File: config.mk
export PLATFORM = sky130hd
export DESIGN_NAME = serial_subtractor_flat
export DESIGN_NICKNAME = d
export VERILOG_FILES = /design/src/rtl/serial_subtractor_pkg.sv /design/src/rtl/serial_subtractor_if.sv /design/src/rtl/serial_subtractor_full_subtractor.sv /design/src/rtl/serial_subtractor.sv /design/src/flat_wrapper.sv
export SDC_FILE = /design/constraint.sdc
export NUM_CORES = 1
export LEC_CHECK = 0
export CORE_ASPECT_RATIO = 1.2
export CORE_UTILIZATION = 40
export CTS_BUF_LIST = sky130_fd_sc_hd__clkbuf_8
export DETAILED_ROUTE_END_ITERATION = 10
export GPL_ROUTABILITY_DRIVEN = 0
export PLACE_DENSITY = 0.74
export SLEW_MARGIN = 20
export SYNTH_ARGS = -nofsm -noshare
export SYNTH_HDL_FRONTEND = slang
export SYNTH_HIERARCHICAL = 1
export SYNTH_SLANG_ARGS = --single-unit
File: constraint.sdc
create_clock -name clk -period 1.6 [get_ports clk]
set_input_delay 0.48 -clock clk [delete_from_list [all_inputs] [get_ports clk]]
set_output_delay 0.48 -clock clk [all_outputs]
set_load 0.1 [all_outputs]
File: src/rtl/serial_subtractor_pkg.sv
// Shared definitions for the bit-serial subtractor: FSM state encoding and default width.
package serial_sub_pkg;

    typedef logic [1:0] state_t;

    localparam state_t IDLE  = 2'b00;
    localparam state_t SHIFT = 2'b01;
    localparam state_t DONE  = 2'b10;

    localparam int DEFAULT_WIDTH = 8;

endpackage

File: src/rtl/serial_subtractor_if.sv
// Operand and result handshakes of the serial subtractor, bundled as one interface.
interface serial_subtractor_if
    import serial_sub_pkg::*;
#(
    parameter int WIDTH = DEFAULT_WIDTH
) ();

    logic             in_valid;
    logic             in_ready;
    logic [WIDTH-1:0] a;
    logic [WIDTH-1:0] b;
    logic             bin;
    logic             out_valid;
    logic             out_ready;
    logic [WIDTH-1:0] diff;
    logic             bout;

    // Producer of operands and consumer of results.
    modport master (
        output in_valid, a, b, bin, out_ready,
        input  in_ready, out_valid, diff, bout
    );

    // The subtractor itself.
    modport slave (
        input  in_valid, a, b, bin, out_ready,
        output in_ready, out_valid, diff, bout
    );

endinterface

File: src/rtl/serial_subtractor_full_subtractor.sv
// One-bit subtractor cells: a half subtractor and a full subtractor built from two of them.

// d = x - y, bo set when y > x.
module half_subtractor (
    input  logic x,
    input  logic y,
    output logic d,
    output logic bo
);
    assign d  = x ^ y;
    assign bo = ~x & y;
endmodule

// d = x - y - bi; the two partial borrows can never both be set, so OR merges them.
module full_subtractor (
    output logic d,
    output logic bo,
    input  logic x,
    input  logic y,
    input  logic bi
);
    logic d1;
    logic b1;
    logic b2;

    half_subtractor u_hs0 (
        .x  (x),
        .y  (y),
        .d  (d1),
        .bo (b1)
    );

    half_subtractor u_hs1 (
        .x  (d1),
        .y  (bi),
        .d  (d),
        .bo (b2)
    );

    assign bo = b1 | b2;
endmodule

File: src/rtl/serial_subtractor.sv
// Bit-serial subtractor: accepts parallel operands, subtracts one bit per clock LSB first
// through a single full-subtractor cell, then presents the parallel result until taken.
module serial_subtractor
    import serial_sub_pkg::*;
#(
    parameter  int WIDTH = DEFAULT_WIDTH,
    localparam int CNT_W = $clog2(WIDTH)
) (
    input  logic              clk,
    input  logic              rst_n,
    serial_subtractor_if.slave bus
);

    localparam logic [CNT_W-1:0] LAST_BIT = CNT_W'(WIDTH - 1);

    state_t           state_reg;
    state_t           state_next;
    logic [WIDTH-1:0] a_sh_reg;
    logic [WIDTH-1:0] b_sh_reg;
    logic [WIDTH-1:0] d_sh_reg;
    logic             brw_reg;
    logic [CNT_W-1:0] cnt_reg;
    logic [WIDTH-1:0] diff_reg;
    logic             bout_reg;

    logic             d_bit;
    logic             brw_next;
    logic             accept;
    logic             last_bit;

    assign accept   = (state_reg == IDLE) && bus.in_valid;
    assign last_bit = (state_reg == SHIFT) && (cnt_reg == LAST_BIT);

    // The only arithmetic in the block: one cell working on the current LSBs.
    full_subtractor u_fs (
        .d  (d_bit),
        .bo (brw_next),
        .x  (a_sh_reg[0]),
        .y  (b_sh_reg[0]),
        .bi (brw_reg)
    );

    // State register.
    always_ff @(posedge clk or negedge rst_n) begin
        if (!rst_n) begin
            state_reg <= IDLE;
        end else begin
            state_reg <= state_next;
        end
    end

    // Next-state logic; the spare encoding falls back to IDLE.
    always_comb begin
        state_next = IDLE;
        case (state_reg)
            IDLE:    state_next = accept ? SHIFT : IDLE;
            SHIFT:   state_next = last_bit ? DONE : SHIFT;
            DONE:    state_next = bus.out_ready ? IDLE : DONE;
            default: state_next = IDLE;
        endcase
    end

    // Handshake flags decoded from the state register only, so no input reaches an output.
    always_comb begin
        bus.in_ready  = 1'b0;
        bus.out_valid = 1'b0;
        case (state_reg)
            IDLE:    bus.in_ready  = 1'b1;
            DONE:    bus.out_valid = 1'b1;
            default: ;
        endcase
    end

    // Operand load, serial shifting and capture of the finished result.
    always_ff @(posedge clk or negedge rst_n) begin
        if (!rst_n) begin
            a_sh_reg <= '0;
            b_sh_reg <= '0;
            d_sh_reg <= '0;
            brw_reg  <= 1'b0;
            cnt_reg  <= '0;
            diff_reg <= '0;
            bout_reg <= 1'b0;
        end else if (accept) begin
            a_sh_reg <= bus.a;
            b_sh_reg <= bus.b;
            brw_reg  <= bus.bin;
            cnt_reg  <= '0;
        end else if (state_reg == SHIFT) begin
            a_sh_reg <= a_sh_reg >> 1;
            b_sh_reg <= b_sh_reg >> 1;
            d_sh_reg <= {d_bit, d_sh_reg[WIDTH-1:1]};
            brw_reg  <= brw_next;
            if (last_bit) begin
                // Include the bit computed this cycle; the shift register is one step behind.
                diff_reg <= {d_bit, d_sh_reg[WIDTH-1:1]};
                bout_reg <= brw_next;
            end else begin
                cnt_reg <= cnt_reg + 1'b1;
            end
        end
    end

    assign bus.diff = diff_reg;
    assign bus.bout = bout_reg;

endmodule

File: src/flat_wrapper.sv
// flat-port wrapper written by rule: the top's interface ports become plain ports
module serial_subtractor_flat import serial_sub_pkg::*;
#(
    parameter  int WIDTH = DEFAULT_WIDTH,
    localparam int CNT_W = $clog2(WIDTH)
)
  (clk, rst_n, bus_in_valid, bus_a, bus_b, bus_bin, bus_out_ready, bus_in_ready, bus_out_valid, bus_diff, bus_bout);
  serial_subtractor_if #(.WIDTH(WIDTH)) bus_i ();
  input  logic clk;
  input  logic rst_n;
  input wire logic [$bits(bus_i.in_valid)-1:0] bus_in_valid;
  input wire logic [$bits(bus_i.a)-1:0] bus_a;
  input wire logic [$bits(bus_i.b)-1:0] bus_b;
  input wire logic [$bits(bus_i.bin)-1:0] bus_bin;
  input wire logic [$bits(bus_i.out_ready)-1:0] bus_out_ready;
  output wire logic [$bits(bus_i.in_ready)-1:0] bus_in_ready;
  output wire logic [$bits(bus_i.out_valid)-1:0] bus_out_valid;
  output wire logic [$bits(bus_i.diff)-1:0] bus_diff;
  output wire logic [$bits(bus_i.bout)-1:0] bus_bout;
  assign bus_i.in_valid = bus_in_valid;
  assign bus_i.a = bus_a;
  assign bus_i.b = bus_b;
  assign bus_i.bin = bus_bin;
  assign bus_i.out_ready = bus_out_ready;
  assign bus_in_ready = bus_i.in_ready;
  assign bus_out_valid = bus_i.out_valid;
  assign bus_diff = bus_i.diff;
  assign bus_bout = bus_i.bout;
  serial_subtractor #(.WIDTH(WIDTH)) u_core (.clk(clk), .rst_n(rst_n), .bus(bus_i));
endmodule
==> out/qor.txt <==
R2R cell count - 4
Final Net Count - 203
CTS Root Cell - clkbuf_8
Reg power frac - 0.321
HP Class - input port to async pin
CTS clock-pin slew for the worst setup and hold paths - 0.07 ns
Area of the core - 0.00426 mm2
Fillers - 327
Static leakage - 1.12 nW
Crit share post-route - 1.03
Layout cells sized above 1 - 0.337
Worst Path Arrival - 1.17 ns
Hold Buf Count CTS - 0
Die area - 0.00473 mm2
Top cells by area, synth - dfrtp_1, mux2_1, o221a_2, or4b_1, ha_1
Netlist cell types - 24
Power share of the clock group - 0.111
Post-synth ARST share - 1.00
Port bufs - 31
Number of synthesized register bits - 38
Clock buffer count from CTS - 5
Max Clk Rate - 605 MHz
Clock Sinks - 38
Post-route setup TNS - -0.0609 ns
Top-area cell type share of the netlist area - 0.533
Int Power - 0.00321 W
Combinational power share - 0.568
I/O pins - 32
Avg WL per Cell - 16.2 um
DR vias - 1266
Post-synth top area cell - dfrtp_1
Max Root-Sink Buffers - 2
Sequential cell area fraction in the yosys report - 0.533
CP endpoint kind - output pin
DR DRC count - 0
Syn Nets - 159
Ys Warns - 6
Gr ovfl total - 0
Crit start category - flop
Wire length of the first global-routing pass - 6.44 mm
Ys flop type - dfrtp_1
Vias in the first global route - 1333
Num rows - 26
Cell area power density - 2180 mW/mm2
H-Tree Level Count - 2
Clock latency on the worst-skew pair - 0.29 ns
Slew HR - 0.679
Syn avg cell area - 13.3 um2
Critical path peak fanout - 4
Final HPWL DP - 2.42 mm
Outcome - complete, but fails checks
Die Wd - 62.9 um
Max-cap violations - 0
Place WS - -0.260 ns
Area occupied by multi-input gates - 768 um2
GRT Util Overall - 0.185
Overall power - 0.00555 W
Setup-failing EPs final - 3
R2r startpoint - u_core/state_reg[0]
Hold Vio Cnt, Final - 0
Cells after synthesis - 134
Finished Core Util - 0.598
Dpl cells - 220
Layout Cells excl Fill - 234
Sw power - 0.00234 W
Diodes inserted - 0
Sw Share - 0.421
CTS tree - yes
DR pass1 iterations - 4
Area grow syn2layout - 42.9%
Initial antenna violation count - 0
Number of synthesized flops with an enable pin - 0
Starting DRT DRC Count - 33
R2R Setup Slk - -0.01 ns
Total wire length - 3.79 mm
Count leader, synth - dfrtp_1
Failing checks - negative setup slack
Post-DRT Antenna Nets - 0
Worst VDD drop - 0.945 mV
Seq. cell area - 953 um2
Synth Cell Area - 0.00178 mm2
Vias per cell - 5.41
R2R Path End - u_core/a_sh_reg[5]
Skew final - 0.00507 ns
CP Class - flop to output pin
Tmin final - 1.65 ns
Fin. max-slew vios - 0
Setup WS post-layout - -0.0539 ns
Worst-Margin Slew - 0.482 ns
Starting density of the core - 0.418
RSZ-0062 raised after global routing - yes
Top cells by count, synth - dfrtp_1, mux2_1, o221a_2, or4b_1
Pin count of the biggest net entering global routing - 39
Die Y - 75.1 um
Req. time, crit path - 1.12 ns
[critical path: stages, from the launching register on]
cell	delay, ns
dfrtp_2	0.46
buf_12	0.15
nor2_4	0.09
buf_12	0.18
[cell type report]
class | instances | area share
multi-input combinational | 76 | 0.301
sequential | 38 | 0.374
inverter | 8 | 0.0133
clock buffer | 5 | 0.0270
tap | 56 | 0.0275
timing repair buffer | 49 | 0.253
clock inverter | 2 | 0.00393
[layout by cell type (no fill, tap or decap), drive strengths merged, types with 4 or more instances in the layout]
master	n
buf	29
nand2b	5
ha	4
mux2	16
dfrtp	38
clkbuf	5
clkdlybuf4s50	19
o221a	15
inv	7
or4b	15
[through the flow]
| stage | instance area [um2] | hold WS (ns) |
|---|---|---|
| after floorplan | 1800 | 0.184 |
| after global placement | 2330 | 0.470 |
| after detailed placement | 2330 | 0.488 |
| after CTS | 2500 | 0.244 |
| after global routing | 2550 | 0.272 |
| final | 2550 | 0.231 |
[how the worst max path moves through the flow]
stage	cells after the start	end	slack [ns]	start
global route	3	bus_in_ready	-0.09	u_core/state_reg[1]
detailed placement	4	u_core/b_sh_reg[1]	-0.26	bus_in_valid
global placement	4	u_core/a_sh_reg[5]	-0.22	bus_in_valid
finish	3	bus_in_ready	-0.05	u_core/state_reg[1]
floorplan	3	bus_in_ready	-0.06	u_core/state_reg[0]
CTS	3	bus_in_ready	-0.06	u_core/state_reg[0]
[power by group through the flow]
stage          Sequential (W)  Clock (W)  Combinational (W)
3_3_place_gp          0.00175          0            0.00276
2_1_floorplan         0.00244          0            0.00122
4_1_cts               0.00178   0.000628            0.00306
6_report              0.00178   0.000614            0.00315
3_5_place_dp          0.00178          0            0.00289
5_1_grt               0.00184   0.000682            0.00333
[logic make-up after synthesis]
logic type / after synthesis / share of synthesized area
AO/OA/AOI/OAI: 23 / 0.131
adder cells (fa/ha/maj): 4 / 0.0281
buffers and inverters: 20 / 0.0582
flip-flops: 38 / 0.533
multiplexers: 16 / 0.101
AND/OR/NAND/NOR: 33 / 0.149
[per-layer routing]
metal  global-route usage  share of wire
met2                0.339           0.55
met5                    0              0
met4               0.0930          0.021
met1                0.201           0.40
met3               0.0455          0.035
[repair_timing]
action | in CTS | in global routing
buffers inserted | 3 | 2
gates cloned | 2 | 0
pin swaps | 0 | 4
endpoints found under the hold margin | 0 | 0
setup endpoints to repair | 2 | 14
resized for setup | 3 | 8
(Power assumes the default switching activity.)
